`config.mk`:
```
export PLATFORM = sky130hd
export DESIGN_NAME = hc_mmio_rd_responder
export DESIGN_NICKNAME = d
export VERILOG_FILES = /design/src/rtl/hc_mmio_rd_responder.sv
export SDC_FILE = /design/constraint.sdc
export NUM_CORES = 1
export LEC_CHECK = 0
export CAP_MARGIN = 20
export CORE_AREA = 2 2 189 191
export CTS_CLUSTER_DIAMETER = 60
export CTS_CLUSTER_SIZE = 24
export DETAILED_ROUTE_END_ITERATION = 12
export DIE_AREA = 0 0 191 193
export SETUP_SLACK_MARGIN = 0.05
export SKIP_LAST_GASP = 1
export SLEW_MARGIN = 20
export SYNTH_ARGS = -nofsm -noshare
export SYNTH_HDL_FRONTEND = slang
export SYNTH_SLANG_ARGS = --single-unit
```
`constraint.sdc`:
```
create_clock -name clk -period 4.6 [get_ports clk]
set_input_delay 0.92 -clock clk [delete_from_list [all_inputs] [get_ports clk]]
set_output_delay 0.92 -clock clk [all_outputs]
set_load 0.01 [all_outputs]
```
`src/rtl/hc_mmio_rd_responder.sv`:
```
// MMIO read responder for the HardCloud CSR space: queues c0 Rx MMIO reads and
// answers each with the addressed CSR value and its tid on c2 Tx, in request order.
module hc_mmio_rd_responder #(
    parameter int          HC_BUFFER_SIZE = 2,
    parameter int          REQ_FIFO_DEPTH = 4,
    parameter logic [63:0] AFU_ID_L       = 64'h0,
    parameter logic [63:0] AFU_ID_H       = 64'h0
) (
    input  logic                          clk,
    input  logic                          reset,
    input  logic                          rx_mmio_rd_valid,
    input  logic [15:0]                   rx_mmio_addr,
    input  logic [1:0]                    rx_mmio_len,
    input  logic [8:0]                    rx_mmio_tid,
    input  logic                          rsp_stall,
    input  logic [63:0]                   cfg_dsm,
    input  logic [31:0]                   cfg_control,
    input  logic [64*HC_BUFFER_SIZE-1:0]  cfg_buf_addr,
    input  logic [32*HC_BUFFER_SIZE-1:0]  cfg_buf_size,
    input  logic [63:0]                   afu_status,
    output logic                          tx_mmio_rd_valid,
    output logic [8:0]                    tx_mmio_tid,
    output logic [63:0]                   tx_mmio_data,
    output logic                          err_overflow,
    output logic [31:0]                   rd_count
);
    localparam int AW = $clog2(REQ_FIFO_DEPTH);
    localparam logic [63:0] DFH = {4'h1, 8'h0, 4'h0, 7'h0, 1'b1, 24'h0, 16'h0};

    // Only reads below byte 0x400 are queued, so the upper address byte is always zero.
    typedef struct packed {
        logic [7:0] addr;
        logic [1:0] len;
        logic [8:0] tid;
    } req_t;

    req_t fifo_mem [REQ_FIFO_DEPTH];

    logic [AW:0]  wr_ptr_q, wr_ptr_d, rd_ptr_q, rd_ptr_d;
    logic         tx_valid_q, tx_valid_d;
    logic [8:0]   tx_tid_q, tx_tid_d;
    logic [63:0]  tx_data_q, tx_data_d;
    logic         err_q, err_d;
    logic [31:0]  count_q, count_d;

    logic         fifo_empty, fifo_full, req_hit, do_push, do_pop;
    req_t         head, new_req;
    logic [6:0]   word_idx, buf_off;
    logic [5:0]   buf_idx;
    logic [63:0]  reg_val, rsp_data;
    logic         unused_dsm_hi;

    assign unused_dsm_hi = ^cfg_dsm[63:32];

    assign fifo_empty = (wr_ptr_q == rd_ptr_q);
    assign fifo_full  = (wr_ptr_q[AW] != rd_ptr_q[AW]) &&
                        (wr_ptr_q[AW-1:0] == rd_ptr_q[AW-1:0]);
    assign req_hit    = rx_mmio_rd_valid && (rx_mmio_addr[15:8] == 8'h00);
    assign do_pop     = !fifo_empty && !rsp_stall;
    // A full FIFO still takes a request when the head leaves in the same cycle.
    assign do_push    = req_hit && (!fifo_full || do_pop);
    assign new_req    = '{addr: rx_mmio_addr[7:0], len: rx_mmio_len, tid: rx_mmio_tid};
    assign head       = fifo_mem[rd_ptr_q[AW-1:0]];

    always_ff @(posedge clk) begin
        if (do_push) begin
            fifo_mem[wr_ptr_q[AW-1:0]] <= new_req;
        end
    end

    // Decode the 64-bit register containing the head's dword address.
    always_comb begin
        reg_val  = 64'h0;
        word_idx = head.addr[7:1];
        buf_off  = word_idx - 7'h24;
        buf_idx  = buf_off[6:1];
        case (word_idx)
            7'h00:   reg_val = DFH;
            7'h01:   reg_val = AFU_ID_L;
            7'h02:   reg_val = AFU_ID_H;
            7'h20:   reg_val = afu_status;
            7'h22:   reg_val = {32'h0, cfg_dsm[31:0]};
            7'h23:   reg_val = {32'h0, cfg_control};
            default: begin
                if (word_idx >= 7'h24) begin
                    for (int k = 0; k < HC_BUFFER_SIZE; k++) begin
                        if (buf_idx == 6'(k)) begin
                            reg_val = buf_off[0] ? {32'h0, cfg_buf_size[32*k +: 32]}
                                                 : cfg_buf_addr[64*k +: 64];
                        end
                    end
                end
            end
        endcase
    end

    always_comb begin
        rsp_data = 64'h0;
        case (head.len)
            2'd0:    rsp_data = {32'h0, head.addr[0] ? reg_val[63:32] : reg_val[31:0]};
            2'd1:    rsp_data = head.addr[0] ? 64'h0 : reg_val;
            default: rsp_data = 64'h0;
        endcase
    end

    always_comb begin
        wr_ptr_d   = wr_ptr_q;
        rd_ptr_d   = rd_ptr_q;
        tx_valid_d = do_pop;
        tx_tid_d   = tx_tid_q;
        tx_data_d  = tx_data_q;
        err_d      = err_q;
        count_d    = count_q + 32'(tx_valid_q);
        if (do_push) begin
            wr_ptr_d = wr_ptr_q + 1'b1;
        end
        if (do_pop) begin
            rd_ptr_d  = rd_ptr_q + 1'b1;
            tx_tid_d  = head.tid;
            tx_data_d = rsp_data;
        end
        if (req_hit && !do_push) begin
            err_d = 1'b1;
        end
    end

    always_ff @(posedge clk or posedge reset) begin
        if (reset) begin
            wr_ptr_q   <= '0;
            rd_ptr_q   <= '0;
            tx_valid_q <= 1'b0;
            tx_tid_q   <= '0;
            tx_data_q  <= '0;
            err_q      <= 1'b0;
            count_q    <= '0;
        end else begin
            wr_ptr_q   <= wr_ptr_d;
            rd_ptr_q   <= rd_ptr_d;
            tx_valid_q <= tx_valid_d;
            tx_tid_q   <= tx_tid_d;
            tx_data_q  <= tx_data_d;
            err_q      <= err_d;
            count_q    <= count_d;
        end
    end

    assign tx_mmio_rd_valid = tx_valid_q;
    assign tx_mmio_tid      = tx_tid_q;
    assign tx_mmio_data     = tx_data_q;
    assign err_overflow     = err_q;
    assign rd_count         = count_q;
endmodule

```
Word-level counts from Yosys, hierarchy flattened
Memories as Yosys holds them, arrays and structs flattened.
Index checks and enable logic that the tools add are counted.
Storage, ports and cells
  bits in registers: 113
  RAM bits: 76
  output and inout bits: 107
  word-level logic and storage cells: 49
  memories kept: 1
Operators by class
  $add $sub $neg: 4
  $lt $le $gt $ge: 1
  eq/ne operators: 10
  mux-type cells: 11
  reductions and logical operators: 15
Memory list
  fifo_mem: depth 4, bits a word 19, rd ports 1, clocked after memory_dff 0, wr ports 1, line 37  | req_t fifo_mem [REQ_FIFO_DEPTH];
Operator list (number)
  $mux 64: 6
  $pmux 64 s5: 1
  $pmux 64 s2: 1
  $add 32x1->32: 1
  $mux 32: 1
  $eq 7x6->1 const B: 3
  $logic_not 8->1: 1
  $eq 7x1->1 const B: 1
  $eq 7x2->1 const B: 1
  $ge 7x6->1 const B: 1
  $logic_not 7->1: 1
  $sub 7x6->7 const B: 1
  $add 3x1->3 const B: 2
  $eq 6x1->1 const B: 1
  $logic_not 6->1: 1
  $logic_and 1x1->1: 5
  $logic_not 1->1: 4
  $eq 3x3->1: 1
  $eq 2x1->1 const B: 1
  $eq 2x2->1: 1
  $logic_not 2->1: 1
  $mux 1: 2
  $reduce_or 2->1: 1
  $logic_or 1x1->1: 1
  $ne 1x1->1: 1

Depth between registers and ports, before layout
An unclocked memory read counts as a cell.
  depth after elaboration: 9
  gate-level depth with buffers: 13
  depth with buffers taken out: 9

Worst setup path after synthesis
Ideal clock, no wire load.
  kind: reg2reg
  start: register rd_ptr_q[0]
  end: register tx_data_q[24], in the netlist tx_mmio_data[24]
  setup time: 0.083 ns
  arrival: 2.871 ns
  data required time: 4.517 ns
  path slack: 1.646 ns
  stages on the path, launching flop included: 13
  period minus slack after synthesis: 2.954 ns
  path through: dfrtp_1 > buf_6 > buf_6 > mux4_1 > inv_1 > ha_1 > nor3b_2 > and3_1 > clkbuf_1 > buf_1 > buf_1 > a222oi_1 > o21ai_0
Between the ends
  longest elaborated chain between the ends: 9
  elaborated cells on any way between the ends: 26
  classes of those cells: add/sub (1); order compare (1); eq/ne (8); mux (9); reduce/logical (6); memory (1)
Ends and longest elaborated chain
  start, declared: line 39  | logic [AW:0] wr_ptr_q, wr_ptr_d, rd_ptr_q, rd_ptr_d;
  start signal, assigned: line 138  | rd_ptr_q <= rd_ptr_d;
  $mem_v2 4x19
  $sub 7x6->7: line 75  | buf_off = word_idx - 7'h24;
  $logic_not 6->1 / $mux 64 (equally long branches): line 87, 88
  $mux 64 (2 in series): line 87  | if (buf_idx == 6'(k)) begin
  $mux 64: line 85  | if (word_idx >= 7'h24) begin
  $pmux 64 s5: line 77  | case (word_idx)
  $mux 64 / $mux 32 (equally long branches): line 101, 100
  $pmux 64 s2: line 99  | case (head.len)
  end signal, assigned: line 141  | tx_data_q <= tx_data_d;
  end, declared: line 42  | logic [63:0] tx_data_q, tx_data_d;
Several ways; a longest one is shown, not always the timed one.
A chain may end at the register's enable or synchronous reset.

Worst setup path in the final report
  start: register rd_ptr_q[0]
  end: register tx_data_q[50], in the netlist tx_mmio_data[50]
Between the ends
  longest elaborated chain between the ends: 9
  elaborated cells on any way between the ends: 25
  classes of those cells: add/sub (1); order compare (1); eq/ne (8); mux (8); reduce/logical (6); memory (1)
Ends and longest elaborated chain
  $mem_v2 4x19
  $sub 7x6->7: line 75
  $logic_not 6->1 / $mux 64 (equally long branches): line 87, 88
  $mux 64 (2 in series): line 87
  $mux 64: line 85
  $pmux 64 s5: line 77
  $mux 64: line 101  | 2'd1: rsp_data = head.addr[0] ? 64'h0 : reg_val;
  $pmux 64 s2: line 99
Several ways; a longest one is shown, not always the timed one.

==> metrics.txt <==
cell taking the most area after synthesis=dfrtp_1; share of cells above drive strength 1=under 10%; Leak=between 5 and 6 nW; Synth area leaders=dfrtp_1, edfxtp_1, mux4_2; sequential area share after synthesis=52.8%; largest net degree at the start of global routing=72; vias in the first global route=approximately 8,600; core box area=0.0350 mm²; via count=just under 9,000; commonest non-fill, non-tap cell in the layout=clkdlybuf4s50_1; asr flop ratio synth=roughly three fifths; aggregate global-route resource usage=roughly a fifth; multi-input logic area=about 0.0043 mm²; Setup Viol. Count Final=0; hold_buf cts=0; die area=approximately 0.037 mm²; Peak VDD IR=roughly 0.23 mV; IO Port Bufs=roughly 460; nets=between 1,500 and 2,000; CP peak stage delay=slightly above 0.8 ns; clk sinks=about 190; CTS tree=yes; Worst setup SP type=flop; post-CTS setup buffers=0; per-cell routed wire length=approximately 24 µm; Critical Path End Type=flop; Mean Syn Cell Area=between 10 and 15 µm²; crit share post-route=82.4%; hold crit path type=reg2reg; Area Growth Syn to Fin=59.5%; EDFF count, synth=76; syn nets=~1,200; Worst slew margin=between 30 and 40%; ys flop type=dfrtp_1; clk_lat worst skew=about 0.44 ns; I/O pins=just under 500; Reg area=roughly 0.0051 mm²; Final Util=roughly 44%; number of library cell types mapped by synthesis=47; clk buf depth=2; fin. max-slew vios=0; num rows=approximately 70; yosys warns=0; fill count=3,264; Synth top area share=a little under 30%; Vias/cell=between 5 and 6; Max-Cap Viols=0; min cycle time layout=3.79 ns; Initial Util=~28%; dpl ws=~0.76 ns; routability congestion estimate=roughly 0.86; DIE WIDTH=between 150 and 200 µm; slowest cell on the critical path=mux4_1; placed cell count=~1,700; WP data required=between 4 and 5 ns; critical-path maximum fanout=18; Die Y=193 µm; total CTS buffers=17; Netlist Area Pre-Place=approximately 0.0097 mm²; register bit total from synthesis=about 190; most frequent cells in the layout=clkdlybuf4s50_1, dfrtp_1, nand2_1, edfxtp_1, a21oi_1; hpwl dp=about 31,000 µm; initial antenna violation count=1; # DRC=0; RSZ-0062 raised after global routing=no; Hold Violations, Final=0; clock skew=0.0229 ns; DRT Pass-1 Iters=7; Cells after Synth=roughly 800; cts repair resizes=0; Non-Filler Instances=roughly 1,700; Arr. time, crit path=slightly above 4 ns; critical path type=reg2reg; pwr dens=slightly below 400 mW/mm²; Starting DRT DRC Count=around 660; Max H-tree Level=4; global-route wire length before repair=56,700 µm; Clock Root Buffer=clkbuf_16; Slew @ Worst Pin=0.951 ns; status=completed; Total Power=approximately 6.1 mW; Max Freq=roughly 0.26 GHz; critical path cell sequence=mux4_1, nand2b_1, o32a_1, o22ai_4, and4_1, buf_4, a222oi_1, o21ai_1; final WL=about 40,000 µm; GRT Residual Overflow=0; total negative setup slack=0 ns; final setup margin=between 0.8 and 0.9 ns; Worst-path clk slew=0.09 ns; Detail Route Antenna Nets=0
-- where the power goes --
| part | switching, mW | internal [mW] | total (mW) |
|---|---|---|---|
| Combinational | 1.26 | 1.23 | 2.49 |
| Sequential | 0.133 | 1.89 | 2.02 |
| Clock | 0.790 | 0.756 | 1.55 |
| Total | 2.18 | 3.88 | 6.06 |
-- synthesized netlist by cell type, types with 3 or more instances --
master    count
a222oi_1     30
edfxtp_1     76
nor3_1        4
o31a_1       28
nand2_1     104
o21ai_0      52
clkbuf_1     34
a221oi_1      6
and2_1        4
buf_2        15
inv_1         9
nor2_1       16
o21ai_1      47
mux2i_1      34
xnor2_1      25
buf_6         6
ha_1         10
nand4_1       6
dfrtp_1     113
and3_1        9
xor2_1       13
buf_1         5
mux4_2       45
mux4_1        5
a21oi_1      59
nand3_1      18
nor4_1        3
o22ai_1       5
-- critical path: cells and delay by family, from the launching register on --
family / cells / cell delay (ns)
and+or+nand+nor: 2 / 0.98
DFF: 1 / 0.57
buffers and inverters: 1 / 0.40
AOI/OAI and AO/OA: 4 / 0.93
muxes: 1 / 0.81
-- metal layers --
| metal | vias up | GRT usage, % | part of all wire, % |
|---|---|---|---|
| met5 | - | 0 | 0 |
| met4 | 0 | 5.78 | 1.9 |
| met3 | 35 | 3.40 | 6.0 |
| met2 | 325 | 37.8 | 52 |
| met1 | 4326 | 26.4 | 40 |
| li1 | 3963 | - | - |
-- area by class of cell --
cell class	instances	area share (%)
Sequential cell	189	33.1
Timing Repair Buffer	481	31.1
Multi-Input combinational cell	543	27.7
Tap cell	461	3.74
Clock buffer	17	2.76
Clock inverter	15	1.28
Inverter	10	0.260
Antenna cell	1	0.0162
-- flip-flops by register name (all words and copies together) (netlist names) --
| signal | cells |
|---|---|
| tx_mmio_rd_valid | 1 |
| tx_mmio_data | 64 |
| fifo_mem | 76 |
| tx_mmio_tid | 9 |
| rd_count | 32 |
| err_overflow | 1 |
| wr_ptr_q | 3 |
| rd_ptr_q | 3 |
-- path summary, 6_finish.rpt --
check / cells after the start / start / slack (ns) / to
worst max-delay path: 8 / rd_ptr_q[0] / 0.81 / tx_mmio_data[50]
worst min-delay path: 1 / rd_count[31] / 0.48 / rd_count[31]
worst max register to register: 8 / rd_ptr_q[0] / 0.81 / tx_mmio_data[50]
worst min register to register: 1 / rd_count[31] / 0.48 / rd_count[31]
max in group asynchronous: 3 / reset / 2.60 / tx_mmio_data[55]
min in group asynchronous: 2 / reset / 1.01 / tx_mmio_tid[1]
-- metrics by stage --
stage | hold WS (ns) | area, µm²
6_report | 0.484 | 15400
2_1_floorplan | 0.462 | 9670
5_1_grt | 0.504 | 15400
3_3_place_gp | 0.460 | 14800
3_5_place_dp | 0.469 | 14800
4_1_cts | 0.487 | 15400
-- cells by family (layout without fill, tap and decap cells) --
logic type / after synthesis / count (layout) / share of synthesized area, %
AOI/OAI and AO/OA: 231 / 231 / 15.0
xor gates and xnor gates: 38 / 38 / 3.44
adders and majority gates: 10 / 10 / 1.29
buffers and inverters: 70 / 523 / 3.38
DFF: 189 / 189 / 52.8
muxes: 86 / 86 / 15.6
other: 0 / 1 / 0
and+or+nand+nor: 178 / 178 / 8.40
Power figures use the tool's default switching activity.
